--- src/rtl/if_fetch_unit.sv ---
// rtl/if_fetch_unit.sv - instruction fetch stage: PC generation, fetch queue, redirect flush
// Define IF_MISALIGN_CHK_EN to add misaligned-redirect detection (misalign_err, fetch halt).
module if_fetch_unit #(
  parameter int              PC_W     = 32,
  parameter int              INSTR_W  = 32,
  parameter logic [PC_W-1:0] RESET_PC = '0,
  parameter int              FQ_DEPTH = 2
) (
  input  logic               clk,
  input  logic               rst_n,
  output logic [PC_W-1:0]    pc,
  output logic               pc_vld,
  input  logic [INSTR_W-1:0] instr,
  input  logic               redirect_vld,
  input  logic [PC_W-1:0]    redirect_pc,
  output logic               id_valid,
  output logic [PC_W-1:0]    id_pc,
  output logic [INSTR_W-1:0] id_instr,
  input  logic               id_ready
`ifdef IF_MISALIGN_CHK_EN
  ,
  output logic               misalign_err
`endif
);

  localparam int PTR_W = $clog2(FQ_DEPTH);
  localparam int OCC_W = $clog2(FQ_DEPTH + 1);

  logic [PC_W-1:0]    pc_q;
  logic               inflight_q;
  logic [PC_W-1:0]    inflight_pc_q;
  logic [PC_W-1:0]    q_pc    [FQ_DEPTH];
  logic [INSTR_W-1:0] q_instr [FQ_DEPTH];
  logic [PTR_W-1:0]   rd_ptr_q;
  logic [PTR_W-1:0]   wr_ptr_q;
  logic [OCC_W-1:0]   occ_q;

  logic               halt;
  logic               push;
  logic               pop;
  logic [OCC_W:0]     demand;
  logic [PC_W-1:0]    redirect_tgt;

`ifdef IF_MISALIGN_CHK_EN
  logic misalign_q;

  // Sticky until an aligned redirect; fetch stays halted meanwhile.
  always_ff @(posedge clk or negedge rst_n) begin
    if (!rst_n) begin
      misalign_q <= 1'b0;
    end else if (redirect_vld) begin
      misalign_q <= |redirect_pc[1:0];
    end
  end

  assign halt         = misalign_q;
  assign misalign_err = misalign_q;
  assign redirect_tgt = redirect_pc;
`else
  logic unused_redirect_lsb;

  assign halt                = 1'b0;
  assign unused_redirect_lsb = ^redirect_pc[1:0];
  assign redirect_tgt        = {redirect_pc[PC_W-1:2], 2'b00};
`endif

  assign pop      = id_valid & id_ready;
  assign push     = inflight_q & ~redirect_vld;
  assign pc       = pc_q;
  assign id_valid = (occ_q != '0);
  assign id_pc    = q_pc[rd_ptr_q];
  assign id_instr = q_instr[rd_ptr_q];

  // Count the in-flight word as already occupying a slot so the queue can never overflow.
  assign demand = {1'b0, occ_q} + (OCC_W+1)'(inflight_q) - (OCC_W+1)'(pop);
  assign pc_vld = rst_n & ~redirect_vld & ~halt & (demand < (OCC_W+1)'(FQ_DEPTH));

  always_ff @(posedge clk or negedge rst_n) begin
    if (!rst_n) begin
      pc_q          <= RESET_PC;
      inflight_q    <= 1'b0;
      inflight_pc_q <= '0;
      rd_ptr_q      <= '0;
      wr_ptr_q      <= '0;
      occ_q         <= '0;
    end else if (redirect_vld) begin
      pc_q       <= redirect_tgt;
      inflight_q <= 1'b0;
      rd_ptr_q   <= '0;
      wr_ptr_q   <= '0;
      occ_q      <= '0;
    end else begin
      inflight_q <= pc_vld;
      if (pc_vld) begin
        pc_q          <= pc_q + PC_W'(4);
        inflight_pc_q <= pc_q;
      end
      if (push) begin
        wr_ptr_q <= wr_ptr_q + PTR_W'(1);
      end
      if (pop) begin
        rd_ptr_q <= rd_ptr_q + PTR_W'(1);
      end
      occ_q <= occ_q + OCC_W'(push) - OCC_W'(pop);
    end
  end

  always_ff @(posedge clk or negedge rst_n) begin
    if (!rst_n) begin
      for (int i = 0; i < FQ_DEPTH; i++) begin
        q_pc[i]    <= '0;
        q_instr[i] <= '0;
      end
    end else if (push) begin
      q_pc[wr_ptr_q]    <= inflight_pc_q;
      q_instr[wr_ptr_q] <= instr;
    end
  end

  a_no_overflow: assert property (@(posedge clk) disable iff (!rst_n)
    !(push && !pop && (occ_q == OCC_W'(FQ_DEPTH))));

endmodule

--- config.mk ---
export PLATFORM = sky130hd
export DESIGN_NAME = if_fetch_unit
export DESIGN_NICKNAME = d
export VERILOG_FILES = /design/src/rtl/if_fetch_unit.sv
export SDC_FILE = /design/constraint.sdc
export NUM_CORES = 1
export LEC_CHECK = 0
export CAP_MARGIN = 20
export CORE_MARGIN = 4
export CORE_UTILIZATION = 50
export CTS_CLUSTER_SIZE = 8
export DETAILED_ROUTE_END_ITERATION = 12
export PLACE_DENSITY = 0.76
export SYNTH_ARGS = -nofsm -noshare
export SYNTH_HDL_FRONTEND = slang
export SYNTH_SLANG_ARGS = --single-unit
--- constraint.sdc ---
create_clock -name clk -period 7.96 [get_ports clk]
set_input_delay 0.796 -clock clk [delete_from_list [all_inputs] [get_ports clk]]
set_output_delay 0.796 -clock clk [all_outputs]
set_load 0.02 [all_outputs]
==> reports/metrics.csv, run 1 <==
metric;value;unit
IO buf count;159;
Max-Cap Viols;0;
Primary FF master, synth;dfrtp_1;
# setup viols final;0;
synthesized cell area;0.00865;mm²
critical path capture point type;output pin;
GRT Overall Usage;21.2;%
Synth area leaders;dfrtp_1, mux2_2, nand2_1, nand3_1, o311ai_0;
Final nets;918;
largest net degree at the start of global routing;120;
flops & latches, synth;189;
Warnings, synthesis;0;
initial DRC count;576;
critical path startpoint category;input port;
DP Worst Slack;3.59;ns
Least-Margin Pin Slew;1.00;ns
GPL Wtd Cong;0.824;
maximum clock rate;227;MHz
die height;139;µm
Core Box Area;0.0168;mm²
Rows;47;
DR WL/cell;18.8;µm
Total Routed Length;20200;µm
fin worst setup slack;3.55;ns
die area;0.0195;mm²
Slew HR;33.2;%
clock slew at reported path FFs;0.07;ns
drt drc;0;
Setup TNS Final;0;ns
CTS Hold Bufs;0;
Final ANT Viol Nets;0;
critical path type;input port to output pin;
library cells used by synthesis;48;
final period utilization;55.3;%
Post-synth EDFFs;0;
vias per cell;5.69;
post-CTS sizing;0;
initial core utilization;51.6;%
status;completed;
cell taking the most area after synthesis;dfrtp_1;
diode count;0;
CTS tree;built;
RSZ-0062 raised after global routing;false;
clk sinks;189;
Max FO, Critical Path;4;
post-synth top area share;54.7;%
post-DP HPWL;13100;µm
total congestion overflow;0;
count leader, synth;dfrtp_1;
clk_lat worst skew;0.42;ns
pwr dens;390;mW/mm²
Root Driver;clkbuf_16;
fraction of layout cells with a size suffix above 1;27.6;%
Fin. Hold Viols;0;
total CTS buffers;17;
Hold Path Class;input port to async pin;
mean post-synth cell area;12.3;µm²
Layout Skew;0.00756;ns
Ports;166;
first-pass GRT wire length;33500;µm
H-tree Lvls;4;
data required time of the critical path;7.16;ns
peak supply drop;0.194;mV
DR pass1 iterations;7;
P_leak;4.86;nW
Area Overhead vs Synth;27.4;%
post-CTS setup repair buffer count;0;
Max Transition Viols Final;0;
post-synthesis sequential area ratio;54.7;%
ys async rst share;100;%
initial antenna violation count;0;
Commonest cells post-synth;dfrtp_1, mux2_2, nand2_1;
Cells after Synth;705;
Tmin final;4.41;ns
clk buf depth;2;
Vias;6133;
CP arrival;3.61;ns
vias in the first global route;6415;
Die X;139;µm
-- metal layers --
layer / share of wire (%) / track usage [%] / wire length, µm
met1: 43 / 29.1 / 8780
met2: 49 / 34.6 / 10000
met3: 5.8 / 4.43 / 1180
met4: 1.3 / 5.82 / 267
met5: 0 / 0 / 0
-- through the flow --
step                      std cells  util, %  power (mW)  cell area, µm²  hold slack [ns]
after floorplan                 708        -        2.67            8660            0.458
after global placement         1046     61.9        3.33           10400            0.472
after detailed placement       1046     61.9        3.42           10400            0.486
after CTS                      1078     65.7        4.35           11000            0.502
after global routing           1078     65.7        4.55           11000            0.513
final                          1078     65.7        4.30           11000            0.482
-- logic make-up after synthesis --
family,Yosys count,synth area share (%)
mux,189,24.6
other cells,1,0.0434
flops,189,54.7
buf+inv,56,2.98
fa+ha+maj,5,0.810
xor+xnor,7,0.709
simple gates,200,11.1
compound gates,58,5.07
-- area by class of cell --
type                       instances  area (µm²)
inverter                           9        33.8
multi-input combinational        463        3690
fill                            1269        5740
clock inverter                    14         206
clock buffer                      18         439
sequential                       189        4730
timing repair buffer             165        1640
tap                              220         275
-- critical path, stage by stage --
cell and delay [ns]:
clkdlybuf4s50_1 0.53, and2_1 0.22, ha_1 0.24, nand2b_1 0.15, fa_1 0.56, nand3b_1 0.13
nand2b_2 0.27, inv_1 0.08, clkdlybuf4s50_1 0.62
-- sequential cells by signal (all words and copies together) (netlist names) --
signal	flops
rd_ptr_q	1
inflight_pc_q	30
wr_ptr_q	1
inflight_q	1
q_pc	60
q_instr	64
pc	30
occ_q	2
-- power breakdown --
part	internal, mW	switching (mW)	total, mW
sequential	1.37	0.276	1.64
clock	0.543	0.371	0.914
combinational	0.926	0.820	1.75
total	2.84	1.47	4.30
-- cell usage in the layout (no fill, tap or decap), types with 3 or more instances in the layout --
| cell type | instances |
|---|---|
| bufinv_16 | 4 |
| a31oi_1 | 5 |
| nor4_1 | 3 |
| clkinv_4 | 3 |
| or4_1 | 10 |
| or2_2 | 3 |
| inv_1 | 8 |
| o311ai_0 | 13 |
| nand3_1 | 23 |
| buf_4 | 6 |
| nand4_1 | 12 |
| inv_6 | 5 |
| ha_1 | 4 |
| o21ai_0 | 8 |
| and2_1 | 4 |
| clkdlybuf4s50_1 | 158 |
| dfrtp_1 | 188 |
| conb_1 | 4 |
| xnor2_1 | 5 |
| nand2_1 | 114 |
| and4_1 | 4 |
| clkbuf_16 | 17 |
| mux2_2 | 187 |
| o211ai_1 | 14 |
| nor3_1 | 5 |
| nor2_1 | 7 |
| a22oi_1 | 6 |
-- final timing paths --
check,from,endpoint,slack [ns],cells after the start
setup / recovery,id_ready,pc_vld,3.55,9
hold / removal,rst_n,q_instr[4]$_DFFE_PN0P_,0.48,1
setup reg to reg,occ_q[1]$_DFF_PN0_,pc[15]$_DFFE_PN0P_,4.23,10
hold reg to reg,inflight_pc_q[28]$_DFFE_PN0P_,inflight_pc_q[28]$_DFFE_PN0P_,0.50,2
max in group asynchronous,rst_n,rd_ptr_q$_DFFE_PN0P_,5.87,2
min in group clk,inflight_pc_q[28]$_DFFE_PN0P_,inflight_pc_q[28]$_DFFE_PN0P_,0.50,2
(Power assumes the default switching activity.)
==> run 2, diff against run 1 <==
Clock period 7.96 ns to 4.4 ns, I/O delays scaled along.
==> run 2 against run 1 <==
Die area unchanged. Critical path type is now flop to output pin. Flip-flop and latch count unchanged. Largest cell class unchanged. First-iteration DRC count down 24%.
==> reports/metrics.csv, run 2 (synthesized netlist as in run 1, its figures left out) <==
metric;value;unit
clk_lat worst skew;0.42;ns
GPL Wtd Cong;0.809;
initial DRC count;439;
Crit Reg-Reg Startpoint;occ_q[1]$_DFF_PN0_;
non-filler cells, final;1081;
first-pass GRT wire length;33500;µm
capturing point of the worst reg2reg path;pc[17]$_DFFE_PN0P_;
P_sw;2.62;mW
critical path startpoint category;flop;
commonest non-fill, non-tap cells in the layout;dfrtp_1, mux2_2, clkdlybuf4s50_1;
Rows;47;
critical path capture point type;output pin;
total congestion overflow;0;
Final nets;921;
final period utilization;90.6;%
# setup viols final;0;
clock network power share;20.1;%
Layout Skew;0.00680;ns
Worst Hold Depth;1;
total CTS buffers;17;
initial antenna violation count;0;
largest net degree at the start of global routing;74;
DR WL/cell;19.0;µm
Least-Margin Pin Slew;1.02;ns
RSZ-0062 raised after global routing;false;
Fin. Hold Viols;0;
CTS Hold Bufs;1;
pwr dens;700;mW/mm²
H-tree Lvls;4;
Largest regs;q_instr (64), q_pc (60);
drt drc;0;
status;completed;
post-DP HPWL;13800;µm
P_leak;4.84;nW
CTS tree;built;
fin area;0.0110;mm²
Slew HR;31.9;%
Max-Cap Viols;0;
die area;0.0195;mm²
commonest non-fill, non-tap cell in the layout;dfrtp_1;
Post-Place Cell Area;0.0104;mm²
Max Transition Viols Final;0;
die height;139;µm
fraction of layout cells with a size suffix above 1;27.4;%
GRT Overall Usage;21.2;%
clk buf depth;2;
clock slew at reported path FFs;0.06;ns
peak supply drop;0.349;mV
Hold Path Class;flop to flop;
post-CTS setup repair buffer count;0;
critical path type;flop to output pin;
Reg2Reg Depth;10;
Largest register FFs;64;
Comb pwr share;41.2;%
worst hold start;q_pc[25]$_DFFE_PN0P_;
Switching Fraction;34.1;%
maximum clock rate;251;MHz
Root Driver;clkbuf_16;
Cell Int Power;5.08;mW
CP arrival;3.55;ns
Design Power;7.70;mW
Biggest register;q_instr;
DR pass1 iterations;5;
vias per cell;5.74;
Vias;6200;
DP Cell Count;1048;
Worst Hold End;q_pc[25]$_DFFE_PN0P_;
Die X;139;µm
Ports;166;
vias in the first global route;6526;
Tmin final;3.99;ns
Total Routed Length;20500;µm
Max FO, Critical Path;5;
Setup TNS Final;0;ns
Final ANT Viol Nets;0;
data required time of the critical path;3.96;ns
clk sinks;189;
initial core utilization;51.6;%
IO buf count;159;
Area Overhead vs Synth;27.2;%
diode count;0;
Seq pwr share;38.8;%
fin util;65.6;%
r2r setup slk;0.74;ns
Core Box Area;0.0168;mm²
post-CTS sizing;0;
==> run 2: changes by cell type in the layout (fill, tap and decap cells not counted), sizes merged <==
cell	delta
clkinvlp	+4
buf	+2
bufinv	-1
clkbuf	+4
dlygate4sd3	+1
clkinv	-1
inv	-6
==> run 2: worst max-delay path by stage <==
stage	start	endpoint	slack, ns	cells past startpoint
6_report	occ_q[1]$_DFF_PN0_	pc_vld	0.41	9
3_3_place_gp	id_ready	pc_vld	0.77	9
2_1_floorplan	occ_q[1]$_DFF_PN0_	pc_vld	0.93	10
3_5_place_dp	id_ready	pc[9]$_DFFE_PN0P_	0.69	10
4_1_cts	occ_q[1]$_DFF_PN0_	pc_vld	0.39	9
5_1_grt	occ_q[1]$_DFF_PN0_	pc_vld	0.24	9
==> run 2: worst max-delay path, cell delays in order (launching register included) <==
cell and delay (ns):
dfrtp_1 0.46, or2_2 0.33, and2_1 0.20, ha_1 0.28, nand2b_1 0.15, fa_1 0.58
nand3b_1 0.14, nand2b_2 0.23, inv_1 0.12, clkdlybuf4s50_1 0.62
==> run 2: power by group through the flow <==
stage | Sequential [mW] | Clock (mW) | Combinational (mW)
6_report | 2.99 | 1.54 | 3.17
5_1_grt | 3.08 | 1.66 | 3.40
4_1_cts | 2.99 | 1.57 | 3.20
3_5_place_dp | 3.01 | 0 | 3.19
3_3_place_gp | 2.93 | 0 | 3.10
2_1_floorplan | 2.86 | 0 | 1.97
==> run 2: final cells by class <==
cell class                 count  area (µm²)
tap                          220         275
inverter                       9        33.8
fill                        1219        5760
multi-input combinational    463        3690
sequential                   189        4730
clock buffer                  22         464
clock inverter                10         139
timing repair buffer         168        1670
==> run 2: metrics by stage <==
step | hold WS (ns) | setup slack (ns)
6_report | 0.501 | 0.415
5_1_grt | 0.510 | 0.243
4_1_cts | 0.502 | 0.393
3_5_place_dp | 0.440 | 0.695
3_3_place_gp | 0.432 | 0.770
2_1_floorplan | 0.144 | 0.931
==> run 2: per-layer routing <==
metal	global-route usage (%)	part of all wire [%]	wire, µm	up-vias
met5	0	0	0	-
met1	27.9	43	8890	3102
met4	7.00	1.9	385	0
li1	-	-	-	2804
met3	4.05	5.9	1210	33
met2	35.5	49	10000	261
==> variant 1: new RTL, config.mk and constraints of run 2 <==
The option `IF_MISALIGN_CHK_EN` is turned on by a define.
--- a/src/rtl/if_fetch_unit.sv
+++ b/src/rtl/if_fetch_unit.sv
@@ -1,4 +1,6 @@
 // rtl/if_fetch_unit.sv - instruction fetch stage: PC generation, fetch queue, redirect flush
 // Define IF_MISALIGN_CHK_EN to add misaligned-redirect detection (misalign_err, fetch halt).
+`define IF_MISALIGN_CHK_EN
+
 module if_fetch_unit #(
   parameter int              PC_W     = 32,
Check against the original RTL (old outputs only; new: misalign_err): not equivalent (Yosys sat finds a counterexample within 4 cycles, from zero or initial values and one cycle with rst_n low).
==> variant 1 against run 2 <==
  * First-iteration DRC count fell by 23%
  * Sequential power fell by 10%
  * Setup slack improved by 0.30 ns
  * Design area rose by 3.2%
  * Sequential cell count rose by 9
  * Power fell by 18%
  * Synthesized area rose by 3.0%
  * Register-to-register slack improved by 0.32 ns
  * Wire length rose by 1.2%
  * Final cell count rose by 3.7%
==> variant 1: results (changes against run 2) <==
- Status: complete, no violations
- Mapped Nets: roughly 800
- Crit path max fanout: 4 (-1)
- Worst R2R Setup Slack: 1.06 ns (+0.32 ns)
- CTS Root Cell: clkbuf_16
- Multiplexer share of the synthesized area: 0.246 (+0.000577)
- Pin count of the biggest net entering global routing: 81 (+9.5%)
- Final nets: 955 (+3.7%)
- Worst IR drop on VDD: 0.320 mV (-8.3%)
- Adder-Cell Fraction of Synth Area: 0.00646 (-0.00164)
- Global Route Usage Sum: 0.214 (+0.00266)
- Vias in the first global route: 6732 (+3.2%)
- Post-synthesis compound-gate area fraction: 0.0511 (+0.000494)
- Proportion of layout cells with a drive suffix above 1: 0.277 (+0.00269)
- Via count: 6284 (+1.4%)
- Place WS: 0.611 ns (-0.0832 ns)
- Global-route wire length before repair: 34.6 mm (+3.1%)
- DP Wirelength: 13.9 mm (+0.74%)
- Static Leak: 5.18 nW (+7.1%)
- Yosys cell types: 46 (-4.2%)
- Initial DRC Count: 340 (-23%)
- Post-synthesis xor/xnor area fraction: 0.00787 (+0.000777)
- Post-synthesis sequential area ratio: 0.556 (+0.00938)
- RePlAce Congestion: 0.825 (+1.9%)
- Reg-to-Reg End: pc[5]
- CP arrival: 3.24 ns (-0.31 ns)
- Max_slew headroom: 0.317 (-0.00232)
- Buffers on Ports: 166 (+4.4%)
-- variant 1: cell types whose count changed after synthesis, sizes merged, moves of 7 or more --
cell   before  now
dfrtp     189  198
mux2      187  194
nor2        8   21
nand2     114  134
o21ai       8   22
or4        12    1
-- variant 1: timing repair --
| item | in CTS | in global routing |
|---|---|---|
| hold buffers | 1 | 0 |
| endpoints found under the hold margin | 52 | 0 |
| buffers inserted | 0 | 0 |
-- variant 1: cell families (layout without fill, tap and decap cells) --
group | Yosys count | after routing
adder cells (fa/ha/maj) | 4 | 4
XOR/XNOR | 8 | 8
multiplexers | 195 | 195
buffers and inverters | 51 | 218
AO/OA/AOI/OAI | 68 | 68
AND/OR/NAND/NOR | 205 | 205
flip-flops | 198 | 198
-- variant 1: area by class of cell --
class | instances | area (µm²)
tap | 225 | 282
clock buffer | 18 | 429
clock inverter | 14 | 138
inverter | 10 | 37.5
multi-input combinational | 480 | 3740
fill | 1318 | 6010
sequential | 198 | 4960
timing repair buffer | 176 | 1760
-- variant 1: per-layer routing --
layer / global-route usage / part of all wire / up-vias
met5: 0 / 0 / -
met4: 0.0601 / 0.014 / 0
met3: 0.0499 / 0.067 / 23
met2: 0.356 / 0.48 / 239
met1: 0.285 / 0.43 / 3143
li1: - / - / 2879
-- variant 1: per-stage QoR --
stage                     hold slack, ns  area [µm²]  cells
after CTS                          0.503       11300   1119
after global placement             0.409       10700   1086
after global routing               0.514       11400   1121
after detailed placement           0.420       10700   1086
final                              0.503       11400   1121
after floorplan                    0.144        8900    729
-- variant 1: power by group through the flow --
stage | Clock, mW | Combinational [mW] | Sequential [mW]
floorplan | 0 | 1.26 | 2.59
global placement | 0 | 2.06 | 2.68
detailed placement | 0 | 2.10 | 2.72
CTS | 1.53 | 2.12 | 2.69
global route | 1.61 | 2.25 | 2.76
finish | 1.50 | 2.09 | 2.69
-- variant 1: worst max-delay path, cell delays in order (launching register included) --
cell and delay [ns]:
dfrtp_1 0.44, or2_2 0.16, nand2_1 0.09, nor2_1 0.20, o21ai_0 0.17, fa_1 0.52, nand4bb_1 0.13, or2_2 0.34
inv_2 0.08, clkdlybuf4s50_1 0.68
-- variant 1: how the worst min path moves through the flow --
stage          depth (start not counted)  slack, ns        start          endpoint
6_report                               1       0.50     q_pc[12]          q_pc[12]
5_1_grt                                1       0.51  q_instr[46]       q_instr[46]
4_1_cts                                1       0.50     q_pc[16]          q_pc[16]
3_5_place_dp                           1       0.42        rst_n       q_instr[54]
3_3_place_gp                           1       0.41        rst_n       q_instr[22]
2_1_floorplan                          0       0.14        rst_n  inflight_pc_q[0]
==> variant 2: new RTL, config.mk and constraints of run 2 <==
Made on the original files. `INSTR_W`: 32 -> 36.
--- a/src/rtl/if_fetch_unit.sv
+++ b/src/rtl/if_fetch_unit.sv
@@ -3,5 +3,5 @@
 module if_fetch_unit #(
   parameter int              PC_W     = 32,
-  parameter int              INSTR_W  = 32,
+  parameter int              INSTR_W  = 36,
   parameter logic [PC_W-1:0] RESET_PC = '0,
   parameter int              FQ_DEPTH = 2
Ports: changed (resized id_instr and instr); port bits go from 166 to 174. The function was not compared with the original's and may differ.
==> variant 2 against run 2 <==
  * Sequential share of layout area is 0.36 points higher
  * Largest power group unchanged
  * Power is 4.4% higher
  * First-iteration DRC count down 29%
  * Synthesized cell count increased by 2.7%
  * Final cell count grew 3.3%
  * Wire length grew 3.2%
  * Synthesized area grew 3.6%
  * Setup slack better by 0.36 ns
  * Sequential cell count is 8 higher
  * Design area is 3.4% higher
==> variant 2: results (changes against run 2) <==
- Pin count of the biggest net entering global routing: 76 (+2.7%)
- Place WS: 0.805 ns (+0.110 ns)
- Dpl cells: 1084 (+3.4%)
- Pre-antenna DRT Iters: 5 (unchanged)
- Fin worst setup slack: 0.770 ns (+0.356 ns)
- Via count: 6203 (+0.048%)
- Yosys cell types: 54 (+13%)
- Adder-Cell Fraction of Synth Area: 0.00643 (-0.00168)
- Routed wire per std cell: 19.0 µm (about the same)
- H-tree depth: 4 (unchanged)
- CTS Root Cell: clkbuf_16
- Synth top area cells: dfrtp_1, mux2_2, nand2_1
- Commonest cells in the synthesized netlist: mux2_2, dfrtp_1, nand2_1
- Proportion of layout cells with a drive suffix above 1: 0.285 (+0.0107)
- FILL cells: 1311 (+7.5%)
- DP Wirelength: 14.2 mm (+2.8%)
- DP Area: 0.0108 mm² (+3.9%)
- Post-synthesis xor/xnor area fraction: 0.00587 (-0.00122)
- Fin Hold WS: 0.490 ns (-0.0104 ns)
- Buffers on Ports: 167 (+5.0%)
- CTS buffer count: 17 (unchanged)
- Post-synthesis compound-gate area fraction: 0.0419 (-0.00874)
- Global Route Usage Sum: 0.217 (+0.00476)
- Post_cts resized: 0 (unchanged)
- Async SR Flop Fraction: 1.00 (unchanged)
- Worst IR drop on VDD: 0.348 mV (-0.19%)
- Slowest CP cell: clkdlybuf4s50_1
- CP arrival: 3.19 ns (-0.36 ns)
- Global-route wire length before repair: 34.7 mm (+3.3%)
- RePlAce Congestion: 0.843 (+4.2%)
- Worst Hold Class: reg -> reg
- Post-synthesis sequential area ratio: 0.550 (+0.00340)
- Worst R2R Setup Slack: 1.05 ns (+0.31 ns)
- Vias per cell: 5.55 (-3.2%)
- Top flop regs: q_instr (72), q_pc (60)
- Final nets: 955 (+3.7%)
- Static Leak: 5.06 nW (+4.5%)
- Status: complete, no violations
- CP max stage delay: 0.60 ns (-0.02 ns)
- Crit path max fanout: 4 (-1)
- Clk slew on worst S/H paths: roughly 0.07 ns
- Vias in the first global route: 6791 (+4.1%)
- Multiplexer share of the synthesized area: 0.253 (+0.00755)
- Fin Clk Skew: 0.00963 ns (+0.00283 ns)
- Warnings, synthesis: 0 (unchanged)
- Synth Instances: 724 (+2.7%)
- Initial DRC Count: 313 (-29%)
- Max_slew headroom: 0.329 (+0.00973)
## variant 2: cell types whose count changed after synthesis, sizes merged, moves of 6 or more
cell / delta
nor2: +14
nand3: -13
clkbuf: -11
mux2: +11
or4: -11
o21ai: +10
nand3b: +9
nor2b: +9
dfrtp: +8
buf: +6
o311ai: -6
## variant 2: cell type report
cell class / count / area, µm² / share of cell area
sequential: 197 / 4930 / 0.434
multi-input combinational: 478 / 3780 / 0.333
timing repair buffer: 175 / 1760 / 0.155
clock buffer: 18 / 439 / 0.0386
tap: 225 / 282 / 0.0247
clock inverter: 14 / 139 / 0.0122
inverter: 10 / 40.0 / 0.00352
## variant 2: critical path, delay by kind of cell, from the launching register on
family	cells	cell delay, ns
flops	1	0.45
simple gates	5	0.99
compound gates	1	0.14
fa+ha+maj	1	0.51
buf+inv	2	0.68
## variant 2: worst paths after layout
path / cells past startpoint / to / startpoint
setup reg to reg: 12 / pc[6] / occ_q[1]
min in group asynchronous: 2 / inflight_pc_q[2] / rst_n
hold / removal: 2 / inflight_pc_q[2] / inflight_pc_q[2]
setup / recovery: 9 / pc_vld / occ_q[1]
max in group asynchronous: 3 / rd_ptr_q / rst_n
hold reg to reg: 2 / inflight_pc_q[2] / inflight_pc_q[2]
## variant 2: power by group
part           internal, mW  switching (mW)  leakage (nW)
Sequential             2.56           0.571          2.49
Clock                 0.814           0.708         0.289
Combinational          1.82            1.57          2.28
## variant 2: metal layers
metal	global-route usage	share of wire	vias up
li1	-	-	2852
met1	0.291	0.44	3125
met2	0.355	0.49	206
met3	0.0489	0.059	20
met4	0.0631	0.010	0
met5	0	0	-
